<file path="src/rtl/bird_datapath_if.sv">
// bird_datapath_if: control/plot bus between the bird control FSM, the bird datapath and the VGA plotter
interface bird_datapath_if;
  logic [3:0] state;
  logic frame_tick;
  logic pipe_hit;
  logic flag;
  logic touched;
  logic [7:0] x;
  logic [6:0] y;
  logic [2:0] colour;
  logic plot;
  logic busy;
  modport master (output state, frame_tick, pipe_hit, input flag, touched, x, y, colour, plot, busy);
  modport slave (input state, frame_tick, pipe_hit, output flag, touched, x, y, colour, plot, busy);
endinterface

</file>
<file path="src/rtl/bird_datapath.sv">
// bird_datapath: per-frame erase/move/draw bird sprite renderer; define BIRD_GRAVITY_EN for an accelerating fall step
module bird_datapath #(
  parameter logic [7:0] X_POS = 8'd40,
  parameter logic [6:0] Y_START = 7'd60,
  parameter int BIRD_W = 4,
  parameter int BIRD_H = 4,
  parameter logic [6:0] Y_TOP = 7'd20,
  parameter logic [6:0] Y_BOTTOM = 7'd116,
  parameter logic [7:0] RISE_STEP = 8'd2,
  parameter logic [7:0] FALL_STEP = 8'd1,
`ifdef BIRD_GRAVITY_EN
  parameter logic [7:0] MAX_FALL = 8'd4,
`endif
  parameter logic [2:0] COLOUR = 3'b110
) (
  input logic clk,
  input logic reset,
  bird_datapath_if.slave bus
);
  typedef enum logic [1:0] {IDLE, ERASE, MOVE, DRAW} st_t;
  localparam logic [7:0] W_LAST = 8'(BIRD_W - 1);
  localparam logic [7:0] H_LAST = 8'(BIRD_H - 1);
  localparam logic [6:0] Y_MAX = 7'(120 - BIRD_H);
  st_t st;
  logic [1:0] mode;
  logic [6:0] y_pos, y_nxt, y_mv;
  logic [7:0] col, row, ncol, nrow, step, fall;
  logic last, start;
`ifdef BIRD_GRAVITY_EN
  always_ff @(posedge clk)
    if (reset || mode == 2'd0 || mode == 2'd1) step <= FALL_STEP;
    else if (st == MOVE && mode == 2'd2 && step < MAX_FALL) step <= step + 8'd1;
`else
  assign step = FALL_STEP;
`endif
  always_comb begin
    start = bus.state == 4'd0;
    last = col == W_LAST && row == H_LAST;
    ncol = col == W_LAST ? 8'd0 : col + 8'd1;
    nrow = col == W_LAST ? row + 8'd1 : row;
    fall = {1'b0, y_pos} + step;
    y_mv = mode == 2'd1 ? ({1'b0, y_pos} < RISE_STEP ? 7'd0 : 7'({1'b0, y_pos} - RISE_STEP)) :
           mode == 2'd2 ? (fall > {1'b0, Y_MAX} ? Y_MAX : fall[6:0]) : y_pos;
    y_nxt = start ? Y_START : st == MOVE ? y_mv : y_pos;
  end
  always_ff @(posedge clk)
    if (reset) begin
      st <= IDLE;
      mode <= 2'd0;
      y_pos <= Y_START;
      col <= 8'd0;
      row <= 8'd0;
      bus.flag <= 1'b0;
      bus.touched <= 1'b0;
      bus.x <= 8'd0;
      bus.y <= 7'd0;
      bus.colour <= 3'd0;
      bus.plot <= 1'b0;
      bus.busy <= 1'b0;
    end else begin
      if (bus.state[3:2] == 2'b00) mode <= bus.state[1:0];
      y_pos <= y_nxt;
      bus.flag <= (y_nxt <= Y_TOP);
      bus.touched <= !start && (bus.touched || bus.pipe_hit || y_nxt >= Y_BOTTOM);
      case (st)
        IDLE: if (bus.frame_tick) begin
          st <= ERASE;
          col <= 8'd0;
          row <= 8'd0;
          bus.busy <= 1'b1;
          bus.plot <= 1'b1;
          bus.colour <= 3'd0;
          bus.x <= X_POS;
          bus.y <= y_pos;
        end
        MOVE: begin
          st <= DRAW;
          col <= 8'd0;
          row <= 8'd0;
          bus.plot <= 1'b1;
          bus.colour <= COLOUR;
          bus.x <= X_POS;
          bus.y <= y_nxt;
        end
        default: if (last) begin
          st <= st == ERASE ? MOVE : IDLE;
          bus.plot <= 1'b0;
          bus.busy <= st == ERASE;
        end else begin
          col <= ncol;
          row <= nrow;
          bus.x <= X_POS + ncol;
          bus.y <= 7'(y_pos + nrow);
        end
      endcase
    end
endmodule

</file>
<file path="src/flat_wrapper.sv">
// flat-port wrapper written by rule: the top's interface ports become plain ports
module bird_datapath_flat 
#(
  parameter logic [7:0] X_POS = 8'd40,
  parameter logic [6:0] Y_START = 7'd60,
  parameter int BIRD_W = 4,
  parameter int BIRD_H = 4,
  parameter logic [6:0] Y_TOP = 7'd20,
  parameter logic [6:0] Y_BOTTOM = 7'd116,
  parameter logic [7:0] RISE_STEP = 8'd2,
  parameter logic [7:0] FALL_STEP = 8'd1,

  parameter logic [2:0] COLOUR = 3'b110
)
  (clk, reset, bus_state, bus_frame_tick, bus_pipe_hit, bus_flag, bus_touched, bus_x, bus_y, bus_colour, bus_plot, bus_busy);
  bird_datapath_if bus_i ();
  input logic clk;
  input logic reset;
  input wire logic [$bits(bus_i.state)-1:0] bus_state;
  input wire logic [$bits(bus_i.frame_tick)-1:0] bus_frame_tick;
  input wire logic [$bits(bus_i.pipe_hit)-1:0] bus_pipe_hit;
  output wire logic [$bits(bus_i.flag)-1:0] bus_flag;
  output wire logic [$bits(bus_i.touched)-1:0] bus_touched;
  output wire logic [$bits(bus_i.x)-1:0] bus_x;
  output wire logic [$bits(bus_i.y)-1:0] bus_y;
  output wire logic [$bits(bus_i.colour)-1:0] bus_colour;
  output wire logic [$bits(bus_i.plot)-1:0] bus_plot;
  output wire logic [$bits(bus_i.busy)-1:0] bus_busy;
  assign bus_i.state = bus_state;
  assign bus_i.frame_tick = bus_frame_tick;
  assign bus_i.pipe_hit = bus_pipe_hit;
  assign bus_flag = bus_i.flag;
  assign bus_touched = bus_i.touched;
  assign bus_x = bus_i.x;
  assign bus_y = bus_i.y;
  assign bus_colour = bus_i.colour;
  assign bus_plot = bus_i.plot;
  assign bus_busy = bus_i.busy;
  bird_datapath #(.X_POS(X_POS), .Y_START(Y_START), .BIRD_W(BIRD_W), .BIRD_H(BIRD_H), .Y_TOP(Y_TOP), .Y_BOTTOM(Y_BOTTOM), .RISE_STEP(RISE_STEP), .FALL_STEP(FALL_STEP), .COLOUR(COLOUR)) u_core (.clk(clk), .reset(reset), .bus(bus_i));
endmodule
</file>
<file path="config.mk">
export PLATFORM = sky130hd
export DESIGN_NAME = bird_datapath_flat
export DESIGN_NICKNAME = d
export VERILOG_FILES = /design/src/rtl/bird_datapath_if.sv /design/src/rtl/bird_datapath.sv /design/src/flat_wrapper.sv
export SDC_FILE = /design/constraint.sdc
export NUM_CORES = 1
export LEC_CHECK = 0
export ABC_CLOCK_PERIOD_IN_PS = 4300
export BUFFER_PORTS_ARGS = -buffer_cell sky130_fd_sc_hd__buf_2
export CAP_MARGIN = 20
export CORE_MARGIN = 2
export CORE_UTILIZATION = 50
export DETAILED_ROUTE_END_ITERATION = 6
export PLACE_DENSITY_LB_ADDON = 0.15
export SYNTH_ARGS = -nofsm -noshare
export SYNTH_HDL_FRONTEND = slang
export SYNTH_SLANG_ARGS = --single-unit
</file>
<file path="constraint.sdc">
create_clock -name clk -period 4.3 [get_ports clk]
set_input_delay 0.645 -clock clk [delete_from_list [all_inputs] [get_ports clk]]
set_output_delay 0.645 -clock clk [all_outputs]
set_load 0.02 [all_outputs]
</file>
==> results.toml <==
[detailed_routing]
antenna_left = 0
vias = 3116
drt-pass1-iter-count = 4
post_drt_via_cell_ratio = 6.44
routed_wire_length_per_instance_microns = 16.4
wl_microns = 7960
drc_errors = 0
first_iter_violations = 291

[timing]
finClkSkew_ns = 0.00474
hold_violations = 0
finalSetupViolCount = 0
slew_headroom_pct = 44.4
holdWs_ns = 0.459
fmax_mhz = 268
maxSlewViolCount = 0
fin_ws_ns = 0.565
setup_tns_ns = 0
min_period_ns = 3.73
period_share_pct = 86.8
tightest_slew_ns = 0.833
rsz0062_at_grt = "false"

[placed_design]
place_ws_ns = 0.588
numPortBuffers = 28
placed_cells = 476
place_congestion = 0.885
dp_hpwl_microns = 5600

[clock_tree]
cts_resized = 0
clk_pin_slew_worst_paths_ns = 0.09
cts_buffer_depth = 2
htree_levels = 2
cts_tree = "built"
postCtsHoldBufs = 0
root_buffer = "clkbuf_8"
postCtsSetupBuffers = 0
cts_sinks = 43
cts-buffers-inserted = 5
clk_latency_ns = 0.31

[floorplanning]
die_h_microns = 83.4
row_count = 28
io_pins = 30
coreArea_sq_um = 6030
initial_core_util_pct = 52.3
die_w_microns = 83.4
dieArea_sq_um = 6960

[logic_synthesis]
syn_area_sq_um = 3150
synthTopCellsByArea = "dfxtp_1, ha_1, a21oi_1, nor2_1, nand2_1"
yosysTopAreaCell = "dfxtp_1"
yosys_most_used_dff = "dfxtp_1"
synth_cells = 400
synthArstFlopShare_pct = 0
synth-seq-area-share_pct = 27.3
synth-edff-count = 0
syn-num-nets = 424
avgSynthCellArea_sq_um = 7.89
ys_ff_latch = 43
ys_types = 69
yosysWarnings = 0
yosys.area.top_type_share_pct = 27.3

[setup_path]
cp.arrival_ns = 3.95
critPathBufInv = 0
required_ns = 4.52
end_kind = "register"
startpoint = "u_core.bus.x[0]"
crit_family = "simple AND/OR/NAND/NOR gates"
critPathSlowestCell = "or4b_4"
critical-path-max-stage-delay_ns = 0.52
worstPathMaxFanout = 11
reg2reg_from = "u_core.bus.x[0]"
crit_type = "reg2reg"
start_kind = "register"
worstPathCellList = "ha_1 > or4b_4 > or2_1 > xnor2_1 > ha_1 > fa_1 > a211oi_1 > o21bai_1 > a21oi_1 > xnor2_1 > or3_1 > a311oi_1"

[layout]
diodes = 0
fin_cells = 484
area_growth_pct = 6.94
final_nets = 432
nFillCells = 584
multi_input_area_sq_um = 2110
seq_area_sq_um = 861
drive_above_1_share_pct = 12.5

[global_route]
grt_overflow = 0
grt_pass1_vias = 2818
grt_max_degree = 39
antenna_found_initial = 0
gr-usage-all-layers_pct = 23.4
grt_pass1_wl_microns = 13600

[hold_path]
hold_start = "u_core.bus.x[4]"
hp-class = "reg2reg"

[power_and_ir_drop]
leakagePower_nw = 1.27
peakVddDrop_v = 0.000357
powerDensity_nw_per_um2 = 419

[run_status]
outcome = "finished clean"

[flow_run]
maxCapViolCount = 0
==> cell usage after synthesis, types with 6 or more instances <==
library cell,n
o21ai_0,24
nor2_1,35
inv_1,10
a211oi_1,12
nand2_1,33
xor2_1,6
nor2b_1,6
a22oi_1,13
clkbuf_1,17
or4_1,7
a21oi_1,34
ha_1,15
buf_4,6
a221oi_1,6
dfxtp_1,43
nand3_1,10
xnor2_1,13
nand2b_1,10
nor3_1,9
==> stage by stage <==
stage | utilization (%) | area [sq um] | power (mW)
after global placement | 54.0 | 3250 | 1.08
after CTS | 56.0 | 3370 | 1.42
after floorplan | - | 3150 | 0.939
after detailed placement | 54.0 | 3260 | 1.09
final | 56.0 | 3370 | 1.41
after global routing | 56.0 | 3370 | 1.52
==> final timing paths <==
path              depth (start not counted)               to  slack, ns
setup / recovery                         12  u_core.bus.y[6]       0.57
hold / removal                            2  u_core.bus.x[4]       0.46
setup reg to reg                         12  u_core.bus.y[6]       0.57
hold reg to reg                           2  u_core.bus.x[4]       0.46
==> layer usage <==
layer  routed length [microns]  global-route usage, %
met5                         0                      0
met4                       119                   6.45
met3                       590                   5.77
met2                      3490                   35.2
met1                      3760                   33.5
==> cells in the final DEF (no fill, tap or decap), types with 3 or more instances in the layout <==
cell	Yosys	final
a211oi_1	12	12
a21oi_1	34	34
a221oi_1	6	6
a22oi_1	13	13
a311oi_1	3	3
a31oi_1	3	3
a32oi_1	3	3
and3_1	3	3
and3b_1	3	3
and4_1	4	4
buf_2	4	29
clkbuf_8	0	5
dfxtp_1	43	43
ha_1	15	15
inv_1	10	10
nand2_1	33	33
nand2b_1	10	10
nand3_1	10	10
nand4_1	5	5
nor2_1	35	35
nor2b_1	6	6
nor3_1	9	9
o211ai_1	3	3
o21a_1	5	5
o21ai_0	24	24
o31ai_1	3	3
or2_2	3	3
or3_1	3	3
or4_1	7	7
xnor2_1	13	13
xor2_1	6	6
==> worst min-delay path: stages (launching register included) <==
cell and delay [ns]:
dfxtp_1 0.32, nand2_1 0.05, a21oi_1 0.05
==> power breakdown <==
group	internal (mW)	switching, mW
Clock	0.176	0.157
Combinational	0.187	0.396
Sequential	0.451	0.0455
Total	0.814	0.599
==> final cells by class <==
cell class / count / share of cell area [%]
clock buffer: 5 / 2.04
clock inverter: 3 / 1.41
inverter: 10 / 1.11
multi-input combinational: 318 / 62.6
sequential: 43 / 25.5
tap: 75 / 2.78
timing repair buffer: 30 / 4.53
==> kinds of logic after synthesis <==
| kind of cell | share of synthesized area, % |
|---|---|
| simple gates | 25.4 |
| compound gates | 29.6 |
| flops | 27.3 |
| buf+inv | 5.75 |
| xor+xnor | 5.28 |
| fa+ha+maj | 6.58 |
| other cells | 0.119 |
==> state kept, by name, indices dropped and copies added, names as in the netlist <==
| register | flops |
|---|---|
| u_core.bus.colour | 1 |
| u_core.bus.y | 7 |
| u_core.bus.flag | 1 |
| u_core.row | 8 |
| u_core.bus.touched | 1 |
| u_core.bus.busy | 1 |
| u_core.st | 2 |
| u_core.y_pos | 7 |
| u_core.col | 5 |
| u_core.bus.x | 8 |
| u_core.mode | 2 |
(Power assumes the default switching activity.)
